===== src/rtl/team_06_i2s_clkgen_if.sv =====
// I2S clock generator bus: run control in, bit/word clocks and shifter strobes out.
interface team_06_i2s_clkgen_if #(
  parameter int unsigned DIV_W     = 8,
  parameter int unsigned SLOT_BITS = 32
) ();
  localparam int unsigned BIT_W = (SLOT_BITS > 1) ? $clog2(SLOT_BITS) : 1;

  logic             en;
  logic [DIV_W-1:0] div_half;
  logic             bclk;
  logic             lrclk;
  logic             bclk_rise;
  logic             bclk_fall;
  logic             frame_start;
  logic             slot;
  logic [BIT_W-1:0] bit_idx;
  logic             busy;

  // Clock generator side
  modport master (
    input  en, div_half,
    output bclk, lrclk, bclk_rise, bclk_fall, frame_start, slot, bit_idx, busy
  );

  // Controller / shifter side
  modport slave (
    output en, div_half,
    input  bclk, lrclk, bclk_rise, bclk_fall, frame_start, slot, bit_idx, busy
  );
endinterface


===== src/rtl/team_06_i2s_clkgen.sv =====
// Programmable I2S BCLK/LRCLK generator with start/stop control and
// frame-aligned divider reload; all outputs come straight from flops.
module team_06_i2s_clkgen #(
  parameter int unsigned DIV_W     = 8,
  parameter int unsigned SLOT_BITS = 32,
  parameter int unsigned I2S_DELAY = 1
) (
  input  logic                  clk,
  input  logic                  rst,
  team_06_i2s_clkgen_if.master  bus
);

  localparam int unsigned BIT_W = (SLOT_BITS > 1) ? $clog2(SLOT_BITS) : 1;
  localparam logic [BIT_W-1:0] LAST_BIT = BIT_W'(SLOT_BITS - 1);

  typedef enum logic [1:0] {
    ST_IDLE = 2'd0,
    ST_RUN  = 2'd1,
    ST_STOP = 2'd2
  } state_e;

  state_e           state_q, state_d;
  logic [DIV_W-1:0] div_q, div_d;
  logic [DIV_W-1:0] div_cnt_q, div_cnt_d;
  logic             bclk_q, bclk_d;
  logic             lrclk_q, lrclk_d;
  logic             bclk_rise_q, bclk_rise_d;
  logic             bclk_fall_q, bclk_fall_d;
  logic             frame_start_q, frame_start_d;
  logic             slot_q, slot_d;
  logic [BIT_W-1:0] bit_idx_q, bit_idx_d;
  logic             busy_q, busy_d;

  logic [DIV_W-1:0] div_load;
  logic             toggle;
  logic             last_bit;
  logic             frame_end;

  // Word select leads the slot boundary by one bit in Philips mode
  function automatic logic lr_of(input logic [BIT_W-1:0] bi, input logic sl);
    if ((I2S_DELAY != 0) && (bi == LAST_BIT)) begin
      return ~sl;
    end
    return sl;
  endfunction

  always_comb begin
    div_load  = (bus.div_half == '0) ? DIV_W'(1) : bus.div_half;
    toggle    = (div_cnt_q == (div_q - DIV_W'(1)));
    last_bit  = (bit_idx_q == LAST_BIT);
    frame_end = toggle && bclk_q && last_bit && slot_q;
  end

  // Next-state and output computation
  always_comb begin
    state_d       = state_q;
    div_d         = div_q;
    div_cnt_d     = div_cnt_q;
    bclk_d        = bclk_q;
    lrclk_d       = lrclk_q;
    bclk_rise_d   = 1'b0;
    bclk_fall_d   = 1'b0;
    frame_start_d = 1'b0;
    slot_d        = slot_q;
    bit_idx_d     = bit_idx_q;
    busy_d        = busy_q;

    unique case (state_q)
      ST_IDLE: begin
        if (bus.en) begin
          state_d       = ST_RUN;
          div_d         = div_load;
          div_cnt_d     = '0;
          bclk_d        = 1'b0;
          lrclk_d       = 1'b0;
          slot_d        = 1'b0;
          bit_idx_d     = '0;
          frame_start_d = 1'b1;
          busy_d        = 1'b1;
        end
      end

      ST_RUN, ST_STOP: begin
        state_d = bus.en ? ST_RUN : ST_STOP;

        if (toggle) begin
          div_cnt_d = '0;
          bclk_d    = ~bclk_q;
          if (!bclk_q) begin
            bclk_rise_d = 1'b1;
          end else begin
            bclk_fall_d = 1'b1;
            bit_idx_d   = last_bit ? '0 : bit_idx_q + BIT_W'(1);
            slot_d      = last_bit ? ~slot_q : slot_q;
          end
        end else begin
          div_cnt_d = div_cnt_q + DIV_W'(1);
        end

        lrclk_d = lr_of(bit_idx_d, slot_d);

        // Frame boundary: the only point the divider may change
        if (frame_end) begin
          if ((state_q == ST_STOP) && !bus.en) begin
            state_d     = ST_IDLE;
            div_cnt_d   = '0;
            bclk_d      = 1'b0;
            lrclk_d     = 1'b0;
            bclk_fall_d = 1'b0;
            slot_d      = 1'b0;
            bit_idx_d   = '0;
            busy_d      = 1'b0;
          end else begin
            frame_start_d = 1'b1;
            div_d         = div_load;
          end
        end
      end

      default: begin
        state_d = ST_IDLE;
      end
    endcase
  end

  always_ff @(posedge clk) begin
    if (rst) begin
      state_q       <= ST_IDLE;
      div_q         <= DIV_W'(1);
      div_cnt_q     <= '0;
      bclk_q        <= 1'b0;
      lrclk_q       <= 1'b0;
      bclk_rise_q   <= 1'b0;
      bclk_fall_q   <= 1'b0;
      frame_start_q <= 1'b0;
      slot_q        <= 1'b0;
      bit_idx_q     <= '0;
      busy_q        <= 1'b0;
    end else begin
      state_q       <= state_d;
      div_q         <= div_d;
      div_cnt_q     <= div_cnt_d;
      bclk_q        <= bclk_d;
      lrclk_q       <= lrclk_d;
      bclk_rise_q   <= bclk_rise_d;
      bclk_fall_q   <= bclk_fall_d;
      frame_start_q <= frame_start_d;
      slot_q        <= slot_d;
      bit_idx_q     <= bit_idx_d;
      busy_q        <= busy_d;
    end
  end

  assign bus.bclk        = bclk_q;
  assign bus.lrclk       = lrclk_q;
  assign bus.bclk_rise   = bclk_rise_q;
  assign bus.bclk_fall   = bclk_fall_q;
  assign bus.frame_start = frame_start_q;
  assign bus.slot        = slot_q;
  assign bus.bit_idx     = bit_idx_q;
  assign bus.busy        = busy_q;

endmodule


===== src/flat_wrapper.sv =====
// flat-port wrapper written by rule: the top's interface ports become plain ports
module team_06_i2s_clkgen_flat 
#(
  parameter int unsigned DIV_W     = 8,
  parameter int unsigned SLOT_BITS = 32,
  parameter int unsigned I2S_DELAY = 1
)
  (clk, rst, bus_en, bus_div_half, bus_bclk, bus_lrclk, bus_bclk_rise, bus_bclk_fall, bus_frame_start, bus_slot, bus_bit_idx, bus_busy);
  team_06_i2s_clkgen_if #(.DIV_W(DIV_W), .SLOT_BITS(SLOT_BITS)) bus_i ();
  input  logic clk;
  input  logic rst;
  input wire logic [$bits(bus_i.en)-1:0] bus_en;
  input wire logic [$bits(bus_i.div_half)-1:0] bus_div_half;
  output wire logic [$bits(bus_i.bclk)-1:0] bus_bclk;
  output wire logic [$bits(bus_i.lrclk)-1:0] bus_lrclk;
  output wire logic [$bits(bus_i.bclk_rise)-1:0] bus_bclk_rise;
  output wire logic [$bits(bus_i.bclk_fall)-1:0] bus_bclk_fall;
  output wire logic [$bits(bus_i.frame_start)-1:0] bus_frame_start;
  output wire logic [$bits(bus_i.slot)-1:0] bus_slot;
  output wire logic [$bits(bus_i.bit_idx)-1:0] bus_bit_idx;
  output wire logic [$bits(bus_i.busy)-1:0] bus_busy;
  assign bus_i.en = bus_en;
  assign bus_i.div_half = bus_div_half;
  assign bus_bclk = bus_i.bclk;
  assign bus_lrclk = bus_i.lrclk;
  assign bus_bclk_rise = bus_i.bclk_rise;
  assign bus_bclk_fall = bus_i.bclk_fall;
  assign bus_frame_start = bus_i.frame_start;
  assign bus_slot = bus_i.slot;
  assign bus_bit_idx = bus_i.bit_idx;
  assign bus_busy = bus_i.busy;
  team_06_i2s_clkgen #(.DIV_W(DIV_W), .SLOT_BITS(SLOT_BITS), .I2S_DELAY(I2S_DELAY)) u_core (.clk(clk), .rst(rst), .bus(bus_i));
endmodule

===== config.mk =====
export PLATFORM = sky130hd
export DESIGN_NAME = team_06_i2s_clkgen_flat
export DESIGN_NICKNAME = d
export VERILOG_FILES = /design/src/rtl/team_06_i2s_clkgen_if.sv /design/src/rtl/team_06_i2s_clkgen.sv /design/src/flat_wrapper.sv
export SDC_FILE = /design/constraint.sdc
export NUM_CORES = 1
export LEC_CHECK = 0
export ABC_AREA = 0
export BUFFER_PORTS_ARGS = -buffer_cell sky130_fd_sc_hd__buf_2
export CAP_MARGIN = 10
export CELL_PAD_IN_SITES_DETAIL_PLACEMENT = 0
export CELL_PAD_IN_SITES_GLOBAL_PLACEMENT = 1
export CORE_MARGIN = 3
export CORE_UTILIZATION = 42
export CTS_CLUSTER_SIZE = 14
export DETAILED_ROUTE_END_ITERATION = 10
export GPL_ROUTABILITY_DRIVEN = 1
export MAX_ROUTING_LAYER = met4
export PLACE_DENSITY = 0.77
export SLEW_MARGIN = 10
export SYNTH_ARGS = -nofsm -noshare
export SYNTH_HDL_FRONTEND = slang
export SYNTH_SLANG_ARGS = --single-unit

===== constraint.sdc =====
create_clock -name clk -period 3.5 [get_ports clk]
set_clock_uncertainty 0.1 [all_clocks]
set_input_delay 0 -clock clk [delete_from_list [all_inputs] [get_ports clk]]
set_output_delay 0 -clock clk [all_outputs]
set_load 0.02 [all_outputs]

Yosys cells after proc, flatten, opt, wreduce, memory -nomap -nowiden
Cells that the tools add are included.
{"block": "word_totals", "in_bits": 11, "wordCells": 97, "ramBits": 0, "out_inout_bits": 12, "mem_count": 0, "ff_bits": 30, "latch_bits": 0, "rom_bits": 0}
{"block": "op_classes", "n_eq_ne": 9, "div": 0, "addsub": 3, "bitwise_logic": 5, "n_shift": 0, "mux": 55, "reduce_logical": 14, "multipliers": 0, "n_lt_le_gt_ge": 0}
{"operator": "8-bit two-way mux", "count": 8}
{"operator": "5-bit two-way mux", "count": 7}
{"operator": "8-bit case mux with 2 select lines", "count": 2}
{"operator": "1-bit two-way mux", "count": 27}
{"operator": "5-bit == test, second input constant", "count": 2}
{"operator": "1-bit case mux with 2 select lines", "count": 5}
{"operator": "5-bit case mux with 2 select lines", "count": 1}
{"operator": "8-bit by 1-bit adder with 8-bit output, second input constant", "count": 1}
{"operator": "8-bit == test", "count": 1}
{"operator": "8-bit zero test", "count": 1}
{"operator": "2-bit two-way mux", "count": 4}
{"operator": "4-bit AND reduction", "count": 2}
{"operator": "8-bit by 1-bit subtractor with 8-bit output, second input constant", "count": 1}
{"operator": "5-bit by 1-bit adder with 5-bit output, second input constant", "count": 1}
{"operator": "1-bit inverter", "count": 5}
{"operator": "1-bit logical AND", "count": 4}
{"operator": "2-bit by 1-bit inequality test with 1-bit output, second input constant", "count": 2}
{"operator": "2-bit inequality test, second input constant", "count": 2}
{"operator": "2-bit case mux with 2 select lines", "count": 1}
{"operator": "2-bit OR reduction", "count": 2}
{"operator": "3-bit OR reduction", "count": 1}
{"operator": "2-bit by 1-bit == test with 1-bit output, second input constant", "count": 1}
{"operator": "2-bit == test, second input constant", "count": 1}
{"operator": "2-bit zero test", "count": 1}
{"operator": "other kinds (3)", "count": 3}

Depth between registers and ports, before layout
{"block": "logic_depth", "word_depth": 12, "depth_mapped": 14}

Least setup slack after synthesis
No wires, ideal clock.
{"block": "synth_path", "path_type": "register to register", "startpoint": "register u_core.div_q[0]", "endpoint": "register u_core.div_cnt_q[6]", "t_required_ps": 3283, "stages_incl_launch_ff": 15, "slack_ps": 303, "setup_ps": 117, "arrival_time_ps": 2980, "path_buffers": 1, "cell_sequence": "dfxtp_1 -> inv_1 -> ha_1 -> xnor2_1 -> a211o_1 -> a211o_1 -> a211oi_4 -> buf_2 -> ha_1 -> nand3_1 -> nand2b_1 -> and3_1 -> nand2b_1 -> o21ai_1 -> a22o_1"}
{"block": "synth_via", "elab_chain_cells": 7, "word_cells_on_any_way": 9, "classes_between": "add/sub (1); eq/ne (1); mux (4); reduce/logical (3)"}
{"element": "start: declaration", "line": "team_06_i2s_clkgen.sv:23", "text": "logic [DIV_W-1:0] div_q, div_d;"}
{"element": "start signal: assignment", "line": "team_06_i2s_clkgen.sv:141", "text": "div_q <= div_d;"}
{"element": "8-bit by 1-bit subtractor with 8-bit output (*)", "line": "team_06_i2s_clkgen.sv:49", "text": "toggle = (div_cnt_q == (div_q - DIV_W'(1)));"}
{"element": "8-bit == test (*)", "line": "team_06_i2s_clkgen.sv:49"}
{"element": "1-bit logical AND (3 in series)", "line": "team_06_i2s_clkgen.sv:51", "text": "frame_end = toggle && bclk_q && last_bit && slot_q;"}
{"element": "8-bit two-way mux (*)", "line": "team_06_i2s_clkgen.sv:103", "text": "if (frame_end) begin"}
{"element": "8-bit case mux with 2 select lines (*)", "line": "team_06_i2s_clkgen.sv:68", "text": "unique case (state_q)"}
{"element": "end signal: assignment", "line": "team_06_i2s_clkgen.sv:142", "text": "div_cnt_q <= div_cnt_d;"}
{"element": "end: declaration", "line": "team_06_i2s_clkgen.sv:24", "text": "logic [DIV_W-1:0] div_cnt_q, div_cnt_d;"}
Every way passes the cells marked *; elsewhere a longest branch is shown, timed or not.
A chain may end at the register's enable or synchronous reset.

Worst setup path after layout
Same ends and word-level chain as after synthesis.

==> metrics.cfg <==
[cells_and_area]
diodes = 0
syn_to_final_growth_pct = 18.2
final_nets = 266
drive_gt1_frac = 0.130
design_area_sq_um = 2060

[timing]
final-hold-violation-count = 0
rsz0062_at_grt = no
period_share = 0.906
setup_violations = 0
fmax_mhz = 315
tightest_slew_ps = 489
slew_violations = 0
period_needed_ps = 3170
slew_headroom = 0.672
fin_tns_setup_ps = 0

[floorplanning]
start_util = 0.455
die_w_um = 70.4
dieArea_sq_um = 4960
core_sq_um = 3830
die_y_um = 70.4
rows = 22
boundaryPins = 23

[routing]
drtPass1Iterations = 4
avgRoutedWirePerCell_um = 13.6
drt_first_iter_violations = 126
viasPerCell = 5.64
routed_wl_mm = 4.00
ant_nets = 0
vias = 1657
drc_errors = 0

[clock_tree]
clk_pin_slew_worst_paths_ps = 60
post_cts_buffers = 0
cts_root_buf = clkbuf_8
clk_latency_ps = 280
clockBufferDepth = 2
post_cts_resized = 0
htreeDepth = 2
cts_num_sinks = 30
cts_inserted_buffers = 5
cts_tree = yes

[logic_synthesis]
synthTopCellsByCount = dfxtp_1 (30), nor2_1 (29), a21oi_1 (14)
synth_flop_cell = dfxtp_1
synth_cells = 216
synth_area_sq_um = 1740
syn_nets = 235
ys_seq_elements = 30
synth_area_leader_cell = dfxtp_1
syn_avg_cell_area_sq_um = 8.06
synth-edff-count = 0
netlist.area_leader.share = 0.345
seq_area_frac_synth = 0.345
synthArstFlopShare = 0
yosysMostFrequentCell = dfxtp_1
synth.distinct_cells = 40
synthTopCellsByArea = dfxtp_1 (34%), nor2_1 (6.3%), ha_1 (5.7%)
synth_warnings = 0

[global_route]
grt_pass1_vias = 1619
grt_antenna_before_repair = 0
grt_use_total = 0.175
grt_pass1_wl_mm = 6.99
grt_overflow = 0
grt_max_degree = 24

[worst_setup_path]
regToRegEndpoint = u_core.div_cnt_q[6]$_SDFFE_PP0P_
cp.required_ps = 3570
r2r_cells = 13
crit_start = u_core.div_q[0]$_SDFFE_PP1P_
r2r-start = u_core.div_q[0]$_SDFFE_PP1P_
path_max_fanout = 6
crit_end = u_core.div_cnt_q[6]$_SDFFE_PP0P_
critPathArrivalTime_ps = 3250
crit_path_start_kind = register
path_class = reg2reg
rrSetupSlack_ps = 330
endpoint_kind = register

[place]
io_buffers = 22
dpl_cell_area_sq_um = 1890
gp_congestion = 0.903
place.detailed.hpwl_mm = 2.95

[power]
combPwrFrac = 0.210
p_sw_uw = 235
power-per-cell-area_nw_per_um2 = 397
p_int_uw = 582
swShare = 0.287
p_leak_uw = 0.000884
pwr-share-clk = 0.333
seq_power_share = 0.458
vdd_drop_max_v = 0.000267

[run]
cap_violations = 0

[hold_path]
hold_depth = 2
hold_path.class = in2reg

[status]
status = finished clean

[cell usage in the layout (no fill, tap or decap), types with 4 or more instances in the layout]
cell type,n
a21oi_1,14
a31oi_1,5
and3_1,7
buf_2,22
clkbuf_8,6
dfxtp_1,30
dlygate4sd3_1,9
ha_1,8
inv_1,9
mux2i_1,7
nand2_1,10
nand2b_1,5
nand3_1,10
nand4_1,4
nor2_1,29
nor2b_1,5
nor3_1,9
o211ai_1,5
o21ai_0,5
o21ai_1,4
or3_1,4
xnor2_1,6
[flip-flops by register name, indices dropped and copies added (netlist names)]
name	count
u_core.bus.bclk_fall	1
u_core.div_q	8
u_core.bus.frame_start	1
u_core.bus.bclk_rise	1
u_core.bus.slot	1
u_core.div_cnt_q	8
u_core.bus.bclk	1
u_core.state_q	2
u_core.bus.lrclk	1
u_core.bus.bit_idx	5
u_core.bus.busy	1
[layer usage]
| metal | wire (um) | vias up | global-route usage | part of all wire |
|---|---|---|---|---|
| li1 | - | 840 | - | - |
| met1 | 1890 | 774 | 0.213 | 0.47 |
| met2 | 1910 | 41 | 0.283 | 0.48 |
| met3 | 188 | 2 | 0.0504 | 0.047 |
| met4 | 19 | 0 | 0.0447 | 0.0047 |
| met5 | 0 | - | - | 0 |
[through the flow]
step | util | hold WS (ps) | setup slack (ps) | std cells | power (uW)
after floorplan | - | -20.7 | 303 | 216 | 505
after global placement | 0.493 | 137 | 446 | 279 | 541
after detailed placement | 0.493 | 146 | 325 | 279 | 545
after CTS | 0.538 | 33.5 | 322 | 294 | 827
after global routing | 0.538 | 51.1 | 51.3 | 294 | 863
final | 0.538 | 30.0 | 328 | 294 | 817
[worst min-delay path by stage]
stage | startpoint | end
after floorplan | bus_en | u_core.state_q[1]$_SDFFE_PP0P_
after global placement | bus_en | u_core.state_q[1]$_SDFFE_PP0P_
after detailed placement | bus_en | u_core.state_q[1]$_SDFFE_PP0P_
after CTS | rst | u_core.div_cnt_q[1]$_SDFFE_PP0P_
after global routing | rst | u_core.div_q[4]$_SDFFE_PP0P_
final | rst | u_core.div_cnt_q[1]$_SDFFE_PP0P_
[cell families (layout without fill, tap and decap cells)]
kind of cell	after synthesis	after routing	synth area share
flip-flops	30	30	0.345
AO/OA/AOI/OAI	48	48	0.182
adder cells (fa/ha/maj)	8	8	0.0575
AND/OR/NAND/NOR	97	97	0.292
XOR/XNOR	9	9	0.0453
buffers and inverters	17	47	0.0381
multiplexers	7	7	0.0402
[power by group through the flow]
stage | clock network [uW] | logic [uW] | registers, uW
6_report | 272 | 171 | 374
5_1_grt | 295 | 191 | 377
4_1_cts | 281 | 172 | 374
3_5_place_dp | 0 | 163 | 382
3_3_place_gp | 0 | 160 | 381
2_1_floorplan | 0 | 124 | 380
[final cells by class]
type / count / area, sq um
Clock buffer: 6 / 82.6
Inverter: 9 / 33.8
Fill cell: 358 / 1770
Timing Repair Buffer: 32 / 208
Tap cell: 48 / 60.1
Sequential cell: 30 / 601
Multi-Input combinational cell: 169 / 1070
[repair_timing]
item / CTS / global route
setup endpoints to repair: 0 / 0
hold buffers: 9 / 0
hold endpoints to repair: 10 / 0
[worst max-delay path: stages, from the launching register on]
cell and delay (ps):
dfxtp_1 410, inv_1 60, ha_1 270, xnor2_1 160, a211o_1 300, a211o_1 260, a211oi_4 230, ha_1 230
nand3_1 110, nand2b_1 230, and3_1 250, nand2b_1 140, o21ai_1 90, a22o_1 220
Power figures use the tool's default switching activity.
